[src/rtl/load_store_unit_if.sv]
// Core/memory bundle for the load/store unit.
// Request, response and word-memory port share one interface.
interface load_store_unit_if #(
   parameter int ADDR_WIDTH = 32
) ();

   logic                  req_valid;
   logic                  req_ready;
   logic                  req_store;
   logic [2:0]            req_funct3;
   logic [ADDR_WIDTH-1:0] req_addr;
   logic [31:0]           req_wdata;

   logic                  resp_valid;
   logic [31:0]           resp_rdata;
   logic                  resp_misaligned;
   logic                  resp_illegal;

   logic [ADDR_WIDTH-1:0] mem_address;
   logic [31:0]           mem_write_data;
   logic                  mem_write_enable;
   logic                  mem_read_enable;
   logic [31:0]           mem_read_data;

   // Core plus data memory: issues requests, returns read words.
   modport master (
      output req_valid,
      output req_store,
      output req_funct3,
      output req_addr,
      output req_wdata,
      output mem_read_data,
      input  req_ready,
      input  resp_valid,
      input  resp_rdata,
      input  resp_misaligned,
      input  resp_illegal,
      input  mem_address,
      input  mem_write_data,
      input  mem_write_enable,
      input  mem_read_enable
   );

   // The load/store unit itself.
   modport slave (
      input  req_valid,
      input  req_store,
      input  req_funct3,
      input  req_addr,
      input  req_wdata,
      input  mem_read_data,
      output req_ready,
      output resp_valid,
      output resp_rdata,
      output resp_misaligned,
      output resp_illegal,
      output mem_address,
      output mem_write_data,
      output mem_write_enable,
      output mem_read_enable
   );

endinterface

[src/rtl/load_store_unit.sv]
// RV32 load/store unit: byte/half/word access over a word-wide memory.
// Sub-word stores use read-modify-write; errors skip memory entirely.
module load_store_unit #(
   parameter int ADDR_WIDTH = 32
) (
   input  logic             clk,
   input  logic             rst,
   load_store_unit_if.slave bus
);

   localparam logic [1:0] S_IDLE = 2'd0;
   localparam logic [1:0] S_RD   = 2'd1;
   localparam logic [1:0] S_WR   = 2'd2;
   localparam logic [1:0] S_RESP = 2'd3;

   localparam logic [2:0] F3_B  = 3'b000;
   localparam logic [2:0] F3_H  = 3'b001;
   localparam logic [2:0] F3_W  = 3'b010;
   localparam logic [2:0] F3_BU = 3'b100;
   localparam logic [2:0] F3_HU = 3'b101;

   logic [1:0]            state_q, state_d;
   logic                  store_q, store_d;
   logic [2:0]            funct3_q, funct3_d;
   logic [ADDR_WIDTH-1:0] addr_q, addr_d;
   logic [31:0]           wdata_q, wdata_d;
   logic                  illegal_q, illegal_d;
   logic                  misal_q, misal_d;

   logic in_idle;
   logic in_rd;
   logic in_wr;
   logic in_resp;
   logic accept;
   logic req_illegal;
   logic req_misal;
   logic req_err;
   logic req_sw;
   logic [1:0] off;

   // Pick the addressed lane of a read word and extend it.
   function automatic logic [31:0] load_align(
      input logic [31:0] word,
      input logic [2:0]  f3,
      input logic [1:0]  lane
   );
      logic [7:0]  b;
      logic [15:0] h;
      logic [31:0] r;
      b = word[{lane, 3'b000} +: 8];
      h = lane[1] ? word[31:16] : word[15:0];
      unique case (f3)
         F3_B:    r = {{24{b[7]}}, b};
         F3_BU:   r = {24'd0, b};
         F3_H:    r = {{16{h[15]}}, h};
         F3_HU:   r = {16'd0, h};
         default: r = word;
      endcase
      return r;
   endfunction

   // Splice store data into the old word; full-word stores replace it.
   function automatic logic [31:0] store_merge(
      input logic [31:0] word,
      input logic [2:0]  f3,
      input logic [1:0]  lane,
      input logic [31:0] wd
   );
      logic [31:0] r;
      r = word;
      unique case (f3)
         F3_B:    r[{lane, 3'b000} +: 8] = wd[7:0];
         F3_H:    r[{lane[1], 4'b0000} +: 16] = wd[15:0];
         default: r = wd;
      endcase
      return r;
   endfunction

   // Reset masks every state so outputs are quiet while it is held.
   assign in_idle = (state_q == S_IDLE) && !rst;
   assign in_rd   = (state_q == S_RD) && !rst;
   assign in_wr   = (state_q == S_WR) && !rst;
   assign in_resp = (state_q == S_RESP) && !rst;

   assign accept = bus.req_valid && in_idle;
   assign off    = addr_q[1:0];

   // Classify the incoming request; illegal hides misaligned.
   always_comb begin
      req_illegal = 1'b0;
      req_misal   = 1'b0;
      if (bus.req_store) begin
         req_illegal = !(bus.req_funct3 inside {F3_B, F3_H, F3_W});
      end else begin
         req_illegal = bus.req_funct3 inside {3'b011, 3'b110, 3'b111};
      end
      unique case (bus.req_funct3)
         F3_H, F3_HU: req_misal = bus.req_addr[0];
         F3_W:        req_misal = |bus.req_addr[1:0];
         default:     req_misal = 1'b0;
      endcase
      req_misal = req_misal && !req_illegal;
   end

   assign req_err = req_illegal || req_misal;
   assign req_sw  = bus.req_store && (bus.req_funct3 == F3_W);

   // Next state and request latch, loaded only on the accept edge.
   always_comb begin
      state_d   = state_q;
      store_d   = store_q;
      funct3_d  = funct3_q;
      addr_d    = addr_q;
      wdata_d   = wdata_q;
      illegal_d = illegal_q;
      misal_d   = misal_q;
      unique case (state_q)
         S_IDLE: begin
            if (accept) begin
               store_d   = bus.req_store;
               funct3_d  = bus.req_funct3;
               addr_d    = bus.req_addr;
               wdata_d   = bus.req_wdata;
               illegal_d = req_illegal;
               misal_d   = req_misal;
               unique case (1'b1)
                  req_err:                      state_d = S_RESP;
                  !req_err && !bus.req_store:   state_d = S_RD;
                  !req_err && req_sw:           state_d = S_WR;
                  !req_err && bus.req_store
                           && !req_sw:          state_d = S_RD;
                  default:                      state_d = S_IDLE;
               endcase
            end
         end
         S_RD:    state_d = store_q ? S_WR : S_RESP;
         S_WR:    state_d = S_RESP;
         S_RESP:  state_d = S_IDLE;
         default: state_d = S_IDLE;
      endcase
   end

   // Register update; reset drops any in-flight request.
   always_ff @(posedge clk) begin
      if (rst) begin
         state_q   <= S_IDLE;
         store_q   <= 1'b0;
         funct3_q  <= 3'd0;
         addr_q    <= '0;
         wdata_q   <= 32'd0;
         illegal_q <= 1'b0;
         misal_q   <= 1'b0;
      end else begin
         state_q   <= state_d;
         store_q   <= store_d;
         funct3_q  <= funct3_d;
         addr_q    <= addr_d;
         wdata_q   <= wdata_d;
         illegal_q <= illegal_d;
         misal_q   <= misal_d;
      end
   end

   assign bus.req_ready = in_idle;

   assign bus.mem_read_enable  = in_rd;
   assign bus.mem_write_enable = in_wr;

   assign bus.mem_address = (in_rd || in_wr) ?
                            {addr_q[ADDR_WIDTH-1:2], 2'b00} : '0;

   assign bus.mem_write_data = in_wr ?
      store_merge(bus.mem_read_data, funct3_q, off, wdata_q) : 32'd0;

   assign bus.resp_valid      = in_resp;
   assign bus.resp_illegal    = in_resp && illegal_q;
   assign bus.resp_misaligned = in_resp && misal_q;

   assign bus.resp_rdata =
      (in_resp && !store_q && !illegal_q && !misal_q) ?
      load_align(bus.mem_read_data, funct3_q, off) : 32'd0;

endmodule

[src/flat_wrapper.sv]
// flat-port wrapper written by rule: the top's interface ports become plain ports
module load_store_unit_flat 
#(
   parameter int ADDR_WIDTH = 32
)
  (clk, rst, bus_req_valid, bus_req_store, bus_req_funct3, bus_req_addr, bus_req_wdata, bus_mem_read_data, bus_req_ready, bus_resp_valid, bus_resp_rdata, bus_resp_misaligned, bus_resp_illegal, bus_mem_address, bus_mem_write_data, bus_mem_write_enable, bus_mem_read_enable);
  load_store_unit_if #(.ADDR_WIDTH(ADDR_WIDTH)) bus_i ();
  input  logic clk;
  input  logic rst;
  input wire logic [$bits(bus_i.req_valid)-1:0] bus_req_valid;
  input wire logic [$bits(bus_i.req_store)-1:0] bus_req_store;
  input wire logic [$bits(bus_i.req_funct3)-1:0] bus_req_funct3;
  input wire logic [$bits(bus_i.req_addr)-1:0] bus_req_addr;
  input wire logic [$bits(bus_i.req_wdata)-1:0] bus_req_wdata;
  input wire logic [$bits(bus_i.mem_read_data)-1:0] bus_mem_read_data;
  output wire logic [$bits(bus_i.req_ready)-1:0] bus_req_ready;
  output wire logic [$bits(bus_i.resp_valid)-1:0] bus_resp_valid;
  output wire logic [$bits(bus_i.resp_rdata)-1:0] bus_resp_rdata;
  output wire logic [$bits(bus_i.resp_misaligned)-1:0] bus_resp_misaligned;
  output wire logic [$bits(bus_i.resp_illegal)-1:0] bus_resp_illegal;
  output wire logic [$bits(bus_i.mem_address)-1:0] bus_mem_address;
  output wire logic [$bits(bus_i.mem_write_data)-1:0] bus_mem_write_data;
  output wire logic [$bits(bus_i.mem_write_enable)-1:0] bus_mem_write_enable;
  output wire logic [$bits(bus_i.mem_read_enable)-1:0] bus_mem_read_enable;
  assign bus_i.req_valid = bus_req_valid;
  assign bus_i.req_store = bus_req_store;
  assign bus_i.req_funct3 = bus_req_funct3;
  assign bus_i.req_addr = bus_req_addr;
  assign bus_i.req_wdata = bus_req_wdata;
  assign bus_i.mem_read_data = bus_mem_read_data;
  assign bus_req_ready = bus_i.req_ready;
  assign bus_resp_valid = bus_i.resp_valid;
  assign bus_resp_rdata = bus_i.resp_rdata;
  assign bus_resp_misaligned = bus_i.resp_misaligned;
  assign bus_resp_illegal = bus_i.resp_illegal;
  assign bus_mem_address = bus_i.mem_address;
  assign bus_mem_write_data = bus_i.mem_write_data;
  assign bus_mem_write_enable = bus_i.mem_write_enable;
  assign bus_mem_read_enable = bus_i.mem_read_enable;
  load_store_unit #(.ADDR_WIDTH(ADDR_WIDTH)) u_core (.clk(clk), .rst(rst), .bus(bus_i));
endmodule
[config.mk]
export PLATFORM = sky130hd
export DESIGN_NAME = load_store_unit_flat
export DESIGN_NICKNAME = d
export VERILOG_FILES = /design/src/rtl/load_store_unit_if.sv /design/src/rtl/load_store_unit.sv /design/src/flat_wrapper.sv
export SDC_FILE = /design/constraint.sdc
export NUM_CORES = 1
export LEC_CHECK = 0
export CAP_MARGIN = 20
export CORE_UTILIZATION = 35
export DETAILED_ROUTE_END_ITERATION = 6
export HOLD_SLACK_MARGIN = 0.02
export PLACE_DENSITY = 0.83
export RECOVER_POWER = 100
export SLEW_MARGIN = 10
export SYNTH_ARGS = -nofsm -noshare
export SYNTH_HDL_FRONTEND = slang
export SYNTH_SLANG_ARGS = --single-unit
export TNS_END_PERCENT = 30
[constraint.sdc]
create_clock -name clk -period 2.4 [get_ports clk]
set_clock_uncertainty 0.15 [all_clocks]
set_input_delay 0.24 -clock clk [delete_from_list [all_inputs] [get_ports clk]]
set_output_delay 0.24 -clock clk [all_outputs]
set_load 0.1 [all_outputs]
# ---- After elaboration in Yosys (flattened, before gate mapping)
# Cells that the tools add are included.
dict set report word_totals {
  regBits 72
  latch_bits 0
  ram_bits 0
  romBits 0
  input_bits 103
  out_inout_bits 102
  elab_cells 77
  mem_count 0
}
dict set report op_classes {
  n_addsub 2
  mul 0
  div 0
  order_cmp 0
  n_eq_ne 13
  n_shift 5
  muxes 14
  n_bitwise 0
  n_reduce_logical 36
}
# operator count
set ops {}
lappend ops {{$pmux 32 s4} 1}
lappend ops {{$mux 32} 3}
lappend ops {{$bwmux 32} 2}
lappend ops {{$pmux 32 s2} 1}
lappend ops {{$shift 16x7->32 const A} 1}
lappend ops {{$shift 8x7->32 const A} 1}
lappend ops {{$shiftx 16x7->32} 1}
lappend ops {{$shiftx 32x6->8} 1}
lappend ops {{$shiftx 8x7->32} 1}
lappend ops {{$logic_and 1x1->1} 16}
lappend ops {{$mux 16} 1}
lappend ops {{$eq 3x3->1 const B} 5}
lappend ops {{$neg 5->7} 2}
lappend ops {{$logic_not 1->1} 9}
lappend ops {{$pmux 2 s4} 1}
lappend ops {{$eq 3x1->1 const B} 2}
lappend ops {{$eq 3x2->1 const B} 2}
lappend ops {{$logic_not 3->1} 2}
lappend ops {{$pmux 2 s3} 1}
lappend ops {{$reduce_bool 3->1} 2}
lappend ops {{$reduce_or 2->1} 3}
lappend ops {{$eq 2x2->1 const B} 2}
lappend ops {{$eq 2x1->1 const B} 1}
lappend ops {{$logic_not 2->1} 1}
lappend ops {{6 further kinds} 8}

# ---- Logic depth before layout (Yosys ltp)
# Gate-level depths: netlist of the first run.
dict set report depth {
  depth_word 14
  ltp_mapped 9
  depth_no_buf 6
}

# ---- Least setup slack after synthesis of the first run
# Ideal clock, no wire load.
dict set report synth_path {
  path_kind {flip-flop to output port}
  startpoint {register u_core.state_q[0]}
  endpoint {output bus_resp_rdata[1]}
  arrival_ns 4.404
  t_required_ns 2.010
  setup_slack_ns -2.394
  stages_incl_launch_ff 7
  n_path_buf 1
  cell_sequence {dfxtp_1 > ha_1 > nor2b_2 > nor4b_4 > buf_4 > o21ai_0 > a211oi_1}
}
dict set report synth_via {
  elab_chain_len 6
}
# item line
set synth_lines {}
lappend synth_lines {{from (decl)} load_store_unit.sv:22} ;# logic [1:0] state_q, state_d;
lappend synth_lines {{from (signal assigned)} load_store_unit.sv:154} ;# state_q <= state_d;
lappend synth_lines {{$eq 2x2->1} load_store_unit.sv:83} ;# assign in_resp = (state_q == S_RESP) && !rst;
lappend synth_lines {{$logic_and 1x1->1} load_store_unit.sv:83}
lappend synth_lines {{net bus_resp_valid} flat_wrapper.sv:17} ;# output wire logic [$bits(bus_i.resp_valid)-1:0] bus_resp_valid;
lappend synth_lines {{$logic_and 1x1->1 (3 in a row)} load_store_unit.sv:180} ;# (in_resp && !store_q && !illegal_q && !misal_q) ?
lappend synth_lines {{$mux 32} load_store_unit.sv:180}
lappend synth_lines {{to (decl)} flat_wrapper.sv:18} ;# output wire logic [$bits(bus_i.resp_rdata)-1:0] bus_resp_rdata;
# The timed path passes the listed nets, and every way through them passes these cells.

# ---- Worst setup path in the final report of the first run
dict set report layout_path {
  startpoint {register u_core.state_q[0]}
  endpoint {output bus_resp_rdata[1]}
}
dict set report layout_via {
  elab_chain_len 6
}
# item line
set layout_lines {}
lappend layout_lines {{$eq 2x2->1} load_store_unit.sv:83}
lappend layout_lines {{$logic_and 1x1->1} load_store_unit.sv:83}
lappend layout_lines {{$logic_and 1x1->1 (3 in a row)} load_store_unit.sv:180}
lappend layout_lines {{$mux 32} load_store_unit.sv:180}
# No other way between the ends.

==> summary.txt, run 1 <==
STA
  – Final-report setup violation count: 89
  – Final Slew Violations: 0
  – RSZ-0062 raised after global routing: true
  – Worst slew margin: 59.4%
  – Final period util: 108%
  – Final worst setup slack: -198 ps
  – Fmax: 385 MHz
  – Tmin final: 2600 ps
  – Worst Tran Pin Value: a little over 600 ps
  – Hold Violations, Final: 0

Placement
  – PortBufs: 202
  – Setup WS pre-CTS: -7.00 ps
  – DP HPWL: approximately 15,000 µm
  – DP Cell Count: just under 1,000
  – Placer Congestion: 0.943

Logic synthesis
  – Post-synth design cell area: between 4000 and 5000 µm²
  – Mux share of post-synthesis cell area: 6.37%
  – Post-synthesis xor/xnor area fraction: 0%
  – Top cell type by total area after synthesis: dfxtp_1
  – Unique masters post-synth: 51
  – Number of synthesized flops with an enable pin: 0
  – Top-area cell type share of the netlist area: a little over 30%
  – Sequential share of the synthesized area: 30.6%
  – Synth Area per Inst: 7.93 µm²
  – Synth warn: 0
  – Post-synthesis adder-cell area fraction: between 2 and 2.5%
  – Synth Area in Simple Gates: 26.6%
  – Ys flop type: dfxtp_1
  – Post-synthesis register bit count: 72
  – Largest cells by area after synthesis: dfxtp_1, o21ai_0, nand2b_1, nand2_1, nor2b_1
  – Largest family of logic cells by synthesized area: compound AO/OA/AOI/OAI gates
  – Compound-Gate Fraction of Synth Area: 27.9%
  – Cells after synthesis: 594
  – Fraction of registers with async set/reset: 0%

Worst setup path
  – Critical path data required time: 2010 ps
  – CP max-delay cell: a211oi_4
  – WP buf/inv: 3
  – Type of origin of the critical path: register
  – Max stage delay on crit path: 390 ps
  – Crit Path Category: reg2out
  – Critical path cell sequence: ha_4 -> nor2b_4 -> nor4b_4 -> buf_6 -> buf_8 -> o21ai_4 -> a211oi_4 -> buf_12
  – CP delay by family, top: buffers and inverters
  – Critical Path AT: 2210 ps
  – Crit end category: primary output
  – Crit-path max FO: 5

Pwr
  – VDD IR-drop max: 0.504 mV
  – Comb pwr share: 65.1%
  – Pwr/cell area: ~850 nW/µm²
  – Switching power: between 4 and 5 mW
  – Pint: 4.42 mW
  – Switching Share: 47.9%
  – Sequential power share: 20.2%
  – Static leakage: 3.46 nW
  – Clock Power Share: 14.7%

GRT
  – Global route overflow: 0
  – Vias in the first global route: 5,981
  – All-Layer GR Usage: 30.0%
  – Initial antenna violation count: 2
  – First-pass GRT wire length: 32,700 µm
  – Pin count of the biggest net entering global routing: 50

Floorplanning
  – Die area: 13,900 µm²
  – Die Ht: 118 µm
  – Die X: roughly 120 µm
  – Num ports: slightly above 200
  – Initial Utilization: between 30% and 40%
  – Core area: 13,200 µm²
  – Row count: 42

Cells and area
  – Fillers: 830
  – Layout cells sized above 1: 44.3%
  – Area delta synth->final: 112%
  – Nets: about 950
  – Non-filler instance count after layout: 1,018
  – N_diodes: 0

Route
  – Detailed Routing Iterations Pass 1: 5
  – DR iter-0 viols: 453
  – DR vias: approximately 5,800
  – Post-Route WL: 21,500 µm
  – DRC errors left: 0
  – Routed Antenna Nets: 0
  – Vias per inst: 5.65
  – Routed WL per cell: approximately 21 µm

Clocking
  – Clock buffer depth: 2
  – H-tree depth: 3
  – Clock tree from TritonCTS: done
  – Worst skew pair latency: roughly 330 ps
  – Hold buffers post-CTS: 0
  – Clk root buf: clkbuf_16
  – CTS clk-pin slew, worst paths: 60 ps
  – CTS sink cnt: 72
  – Num CTS Buffers: 9

Run status
  – Failing checks: setup timing
  – Outcome: finished, violations left

Job
  – Max-Cap Viols: 0

Worst hold path
  – Hold crit path type: in2reg
-- sequential cells by signal (all words and copies together) (netlist names) --
signal	flops
u_core.store_q	1
u_core.illegal_q	1
u_core.funct3_q	3
u_core.wdata_q	32
u_core.addr_q	32
u_core.state_q	2
u_core.misal_q	1
-- worst reg2reg max path: cells and delay by family, from the launching register on --
kind	cells	cell delay, ps
buf+inv	3	580
compound gates	1	80
fa+ha+maj	1	220
flops	1	340
simple gates	3	930
-- area by class of cell --
| cell class | instances | area (µm²) | share of cell area, % |
|---|---|---|---|
| timing repair buffer | 282 | 3880 | 38.9 |
| clock buffer | 10 | 239 | 2.40 |
| inverter | 9 | 42.5 | 0.426 |
| clock inverter | 6 | 45.0 | 0.452 |
| tap | 176 | 220 | 2.21 |
| sequential | 72 | 1460 | 14.6 |
| multi-input combinational | 463 | 4090 | 41.0 |
-- power groups by stage --
stage          clock network (mW)  registers [mW]  logic [mW]
3_5_place_dp                    0            1.70        4.96
4_1_cts                      1.28            1.69        5.38
5_1_grt                      1.34            1.74        5.73
6_report                     1.25            1.72        5.53
3_3_place_gp                    0            1.69        4.89
2_1_floorplan                   0            1.62        3.29
-- worst paths after layout --
| path | from | to | slack [ps] | cells after the start |
|---|---|---|---|---|
| max | u_core.state_q[0]$_SDFFE_PP0P_ | bus_resp_rdata[1] | -200 | 8 |
| min | rst | u_core.misal_q$_SDFFE_PP0P_ | 300 | 3 |
| max reg2reg | u_core.state_q[1]$_SDFFE_PP0P_ | u_core.funct3_q[0]$_SDFFE_PP0P_ | 10 | 8 |
| min reg2reg | u_core.addr_q[14]$_SDFFE_PP0P_ | u_core.addr_q[14]$_SDFFE_PP0P_ | 330 | 2 |
-- kinds of logic after synthesis --
family	count (synthesis)
simple gates	242
flops	72
other cells	1
fa+ha+maj	9
compound gates	190
buf+inv	61
mux	19
-- cells in the final DEF (no fill, tap or decap), types with 5 or more instances in the layout --
cell type / synthesis / routed
o31ai_1: 5 / 5
clkdlybuf4s50_1: 0 / 100
o21ai_1: 3 / 10
a2bb2oi_4: 0 / 6
nand2b_1: 64 / 63
a22o_4: 0 / 8
clkbuf_16: 0 / 9
a22oi_1: 9 / 9
o21ai_2: 1 / 12
nand2_1: 74 / 73
dfxtp_2: 0 / 5
mux2_2: 8 / 8
nor3_2: 0 / 7
o22ai_1: 10 / 10
a22o_1: 16 / 8
mux4_2: 8 / 8
buf_4: 9 / 43
o21ai_0: 86 / 65
clkbuf_2: 0 / 5
nor2_4: 0 / 33
buf_6: 1 / 16
ha_4: 0 / 5
dfxtp_1: 72 / 65
a211oi_4: 2 / 10
a222oi_1: 16 / 16
o211ai_1: 7 / 7
nor2b_4: 0 / 34
o2bb2ai_2: 0 / 7
nor2_1: 41 / 6
buf_12: 0 / 110
-- per-stage QoR --
stage | hold slack, ps | power, mW | util, % | setup TNS, ps | cell area [µm²]
after floorplan | 198 | 4.91 | - | -35130 | 5530
after global placement | 310 | 6.58 | 68.7 | 0 | 9060
after detailed placement | 317 | 6.66 | 68.7 | -15.4 | 9060
after CTS | 305 | 8.35 | 74.7 | -4610 | 9850
after global routing | 324 | 8.80 | 75.6 | -19400 | 9970
final | 298 | 8.49 | 75.6 | -8560 | 9970
-- cells in the mapped netlist (5+ instances only) --
master,count
dfxtp_1,72
clkbuf_1,27
o211ai_1,7
o22ai_1,10
ha_1,9
o21ai_0,86
a22o_1,16
and2_1,5
nor2b_1,35
mux2_2,8
nand2b_1,64
inv_1,7
buf_4,9
nand2_1,74
a22oi_1,9
a2bb2oi_1,6
o31ai_1,5
mux4_2,8
o2bb2ai_1,8
nor2_1,41
nor3_1,10
a222oi_1,16
a211oi_1,10
buf_2,12
-- repair_timing --
item                       CTS  global route
pin swaps                   19            13
gates cloned                 5             0
resized for setup           81            30
setup endpoints to repair   94            94
buffers inserted            16             9
-- per-layer routing --
metal  up-vias  GRT usage (%)  share of wire, %
li1       2604              -                 -
met1      2681           33.2                36
met2       390           51.7                49
met3        74           9.16                11
met4         2           15.5               4.5
met5         -              0             0.051
(Power assumes the default switching activity.)
==> run 2, diff against run 1 <==
- CORE_ASPECT_RATIO: not set -> 1.2
==> run 2 against run 1 <==
  * The run ends with DRC, setup timing left
  * Highest routed layer unchanged
  * Register-to-register slack improved by 330 ps
  * Clock power grew 7%
  * Clock-buffer cell count fell by 1
  * First-iteration DRC count up 17%
  * Cell area decreased by 2.4%
  * Combinational power is 4.5% lower
  * Utilization decreased by 1.8 points
==> summary.txt, run 2 (synthesis gave the netlist of run 1 again) <==
Worst setup path
  – Critical Path AT: 2280 ps (+70 ps)
  – Critical path data required time: 2010 ps (about the same)
  – Crit end category: primary output
  – R2R depth: 6 (-2)
  – Type of origin of the critical path: register
  – Reg2reg setup slack: 340 ps (+330 ps)
  – Crit Reg-Reg Startpoint: u_core.state_q[0]$_SDFFE_PP0P_
  – Crit-path max FO: 7 (+2)
  – Crit Path Category: reg2out
  – RR Endpoint: u_core.wdata_q[21]$_SDFFE_PP0P_

Placement
  – DP HPWL: 14,300 µm (-2.4%)
  – PortBufs: 202 (unchanged)
  – Placer Congestion: 0.946 (+0.34%)
  – Dpl cell area: 8920 µm² (-1.6%)

Worst hold path
  – Worst Hold Path EP: u_core.illegal_q$_SDFFE_PP0P_
  – Hold Path Stages: 3 (unchanged)
  – Hold crit path type: in2reg
  – Hold Path Origin: rst

Floorplanning
  – Initial Utilization: 35.8% (about the same)
  – Die X: 108 µm (-8.6%)
  – Die Ht: 129 µm (+9.4%)
  – Row count: 46 (+9.5%)
  – Core area: 13,200 µm² (about the same)
  – Die area: 13,900 µm² (about the same)
  – Num ports: 205 (unchanged)

GRT
  – Vias in the first global route: 5,540 (-7.4%)
  – GRT Max-Usage Layer: met2
  – Met1 Usage GRT: 29.2% (-4.1 points)
  – Pin count of the biggest net entering global routing: 75 (+50%)
  – First-pass GRT wire length: 29,400 µm (-10%)
  – Met3 Use GR: 10.6% (+1.5 points)
  – Global-route track usage on met2: 46.6% (-5.1 points)
  – All-Layer GR Usage: 27.5% (-2.6 points)
  – Global route overflow: 0 (unchanged)
  – Initial antenna violation count: 3 (+1)

Cells and area
  – Area delta synth->final: 106%
  – Nets: 933 (-1.7%)
  – Finished layout cell area: 9730 µm² (-2.4%)
  – Most frequent cells in the layout: buf_12, clkdlybuf4s50_1, nand2_1
  – Final core utilization: 73.8% (-1.8 points)
  – Layout cells sized above 1: 41.2% (-3.1 points)
  – Regs by FF count: u_core.addr_q: 32 flops, u_core.wdata_q: 32 flops, u_core.funct3_q: 3 flops
  – Leading cell type in the layout, fill and taps excluded: buf_12

Route
  – DR vias: 5,666 (-1.5%)
  – Detailed Routing Iterations Pass 1: 7 (+2)
  – DRC errors left: 3 (+3)
  – Routed WL per cell: 20.5 µm (-2.7%)
  – Routed Antenna Nets: 0 (unchanged)
  – DR iter-0 viols: 531 (+17%)
  – Vias per inst: 5.69 (+0.80%)
  – Post-Route WL: 20,400 µm (-4.9%)

Pwr
  – Static leakage: 3.36 nW (-2.9%)
  – VDD IR-drop max: 0.543 mV (+7.8%)
  – Pwr/cell area: 856 nW/µm² (+0.57%)

Clocking
  – CTS sink cnt: 72 (unchanged)
  – Worst skew pair latency: 320 ps (about the same)
  – Clk root buf: clkbuf_16
  – H-tree depth: 3 (unchanged)
  – CTS clk-pin slew, worst paths: 60 ps (about the same)
  – Clock buffer depth: 2 (unchanged)
  – Clock tree from TritonCTS: done
  – Num CTS Buffers: 9 (unchanged)

STA
  – Final-report setup violation count: 55 (-38%)
  – Tmin final: 2670 ps (+69.2 ps)
  – Final worst setup slack: -267 ps (-69.2 ps)
  – Fmax: 375 MHz (-2.6%)
  – Final period util: 111% (+2.9 points)
  – Worst Tran Pin Value: 710 ps (+102 ps)
  – Final Slew Violations: 0 (unchanged)
  – Worst slew margin: 52.4% (-7.0 points)
  – Hold Violations, Final: 0 (unchanged)
  – RSZ-0062 raised after global routing: true

Run status
  – Failing checks: DRC, setup timing
  – Outcome: finished, violations left

Job
  – Max-Cap Viols: 0 (unchanged)
-- run 2: worst max-delay path: stages (launching register included) --
cell	delay, ps
dfxtp_4	380
ha_4	130
nor2b_4	150
nor4b_4	210
buf_6	180
buf_12	140
o211ai_1	300
a2bb2oi_4	270
buf_12	190
-- run 2: per-layer routing --
metal,wire length (µm),share of wire [%],up-vias
met5,13,0.064,-
met2,9940,49,340
met1,7190,35,2660
met3,2260,11,76
met4,1000,4.9,2
li1,-,-,2588
-- run 2: stage by stage --
stage	cells	TNS, ps	hold slack [ps]	total power, mW	setup slack (ps)
detailed placement	956	-20.6	317	6.48	-13.2
global placement	956	0	310	6.40	45.0
CTS	983	-4340	158	8.15	-180
global route	995	-9810	195	8.66	-318
finish	995	-4430	171	8.33	-267
floorplan	595	-35130	198	4.91	-575
-- run 2: layout make-up --
| class | instances | area, µm² |
|---|---|---|
| timing repair buffer | 266 | 3800 |
| antenna | 1 | 2.50 |
| clock buffer | 9 | 225 |
| clock inverter | 7 | 77.6 |
| tap | 168 | 210 |
| multi-input combinational | 463 | 3920 |
| fill | 869 | 3450 |
| sequential | 72 | 1460 |
| inverter | 9 | 42.5 |
-- run 2: worst max path at each step --
stage / startpoint / end / slack, ps / depth (start not counted)
6_report: u_core.state_q[1]$_SDFFE_PP0P_ / bus_resp_rdata[12] / -270 / 8
5_1_grt: u_core.state_q[1]$_SDFFE_PP0P_ / bus_resp_rdata[12] / -320 / 8
4_1_cts: u_core.addr_q[1]$_SDFFE_PP0P_ / bus_mem_write_data[30] / -180 / 8
3_5_place_dp: u_core.addr_q[1]$_SDFFE_PP0P_ / bus_mem_write_data[12] / -10 / 8
3_3_place_gp: bus_mem_read_data[31] / bus_resp_rdata[10] / 50 / 7
2_1_floorplan: u_core.state_q[0]$_SDFFE_PP0P_ / bus_resp_rdata[6] / -570 / 6
-- run 2: what timing repair did --
| action | 4_1_cts | 5_1_grt |
|---|---|---|
| buffers inserted | 6 | 10 |
| resized for setup | 36 | 38 |
| endpoints found under the setup margin | 94 | 94 |
| pin swaps | 9 | 11 |
| cloned | 4 | 2 |
| hold endpoints to repair | 1 | 0 |
| hold buffers | 1 | 0 |
-- run 2: power breakdown --
group	total [mW]	switching, mW	internal, mW
Sequential	1.71	0.242	1.47
Clock	1.34	0.528	0.813
Combinational	5.28	3.17	2.12
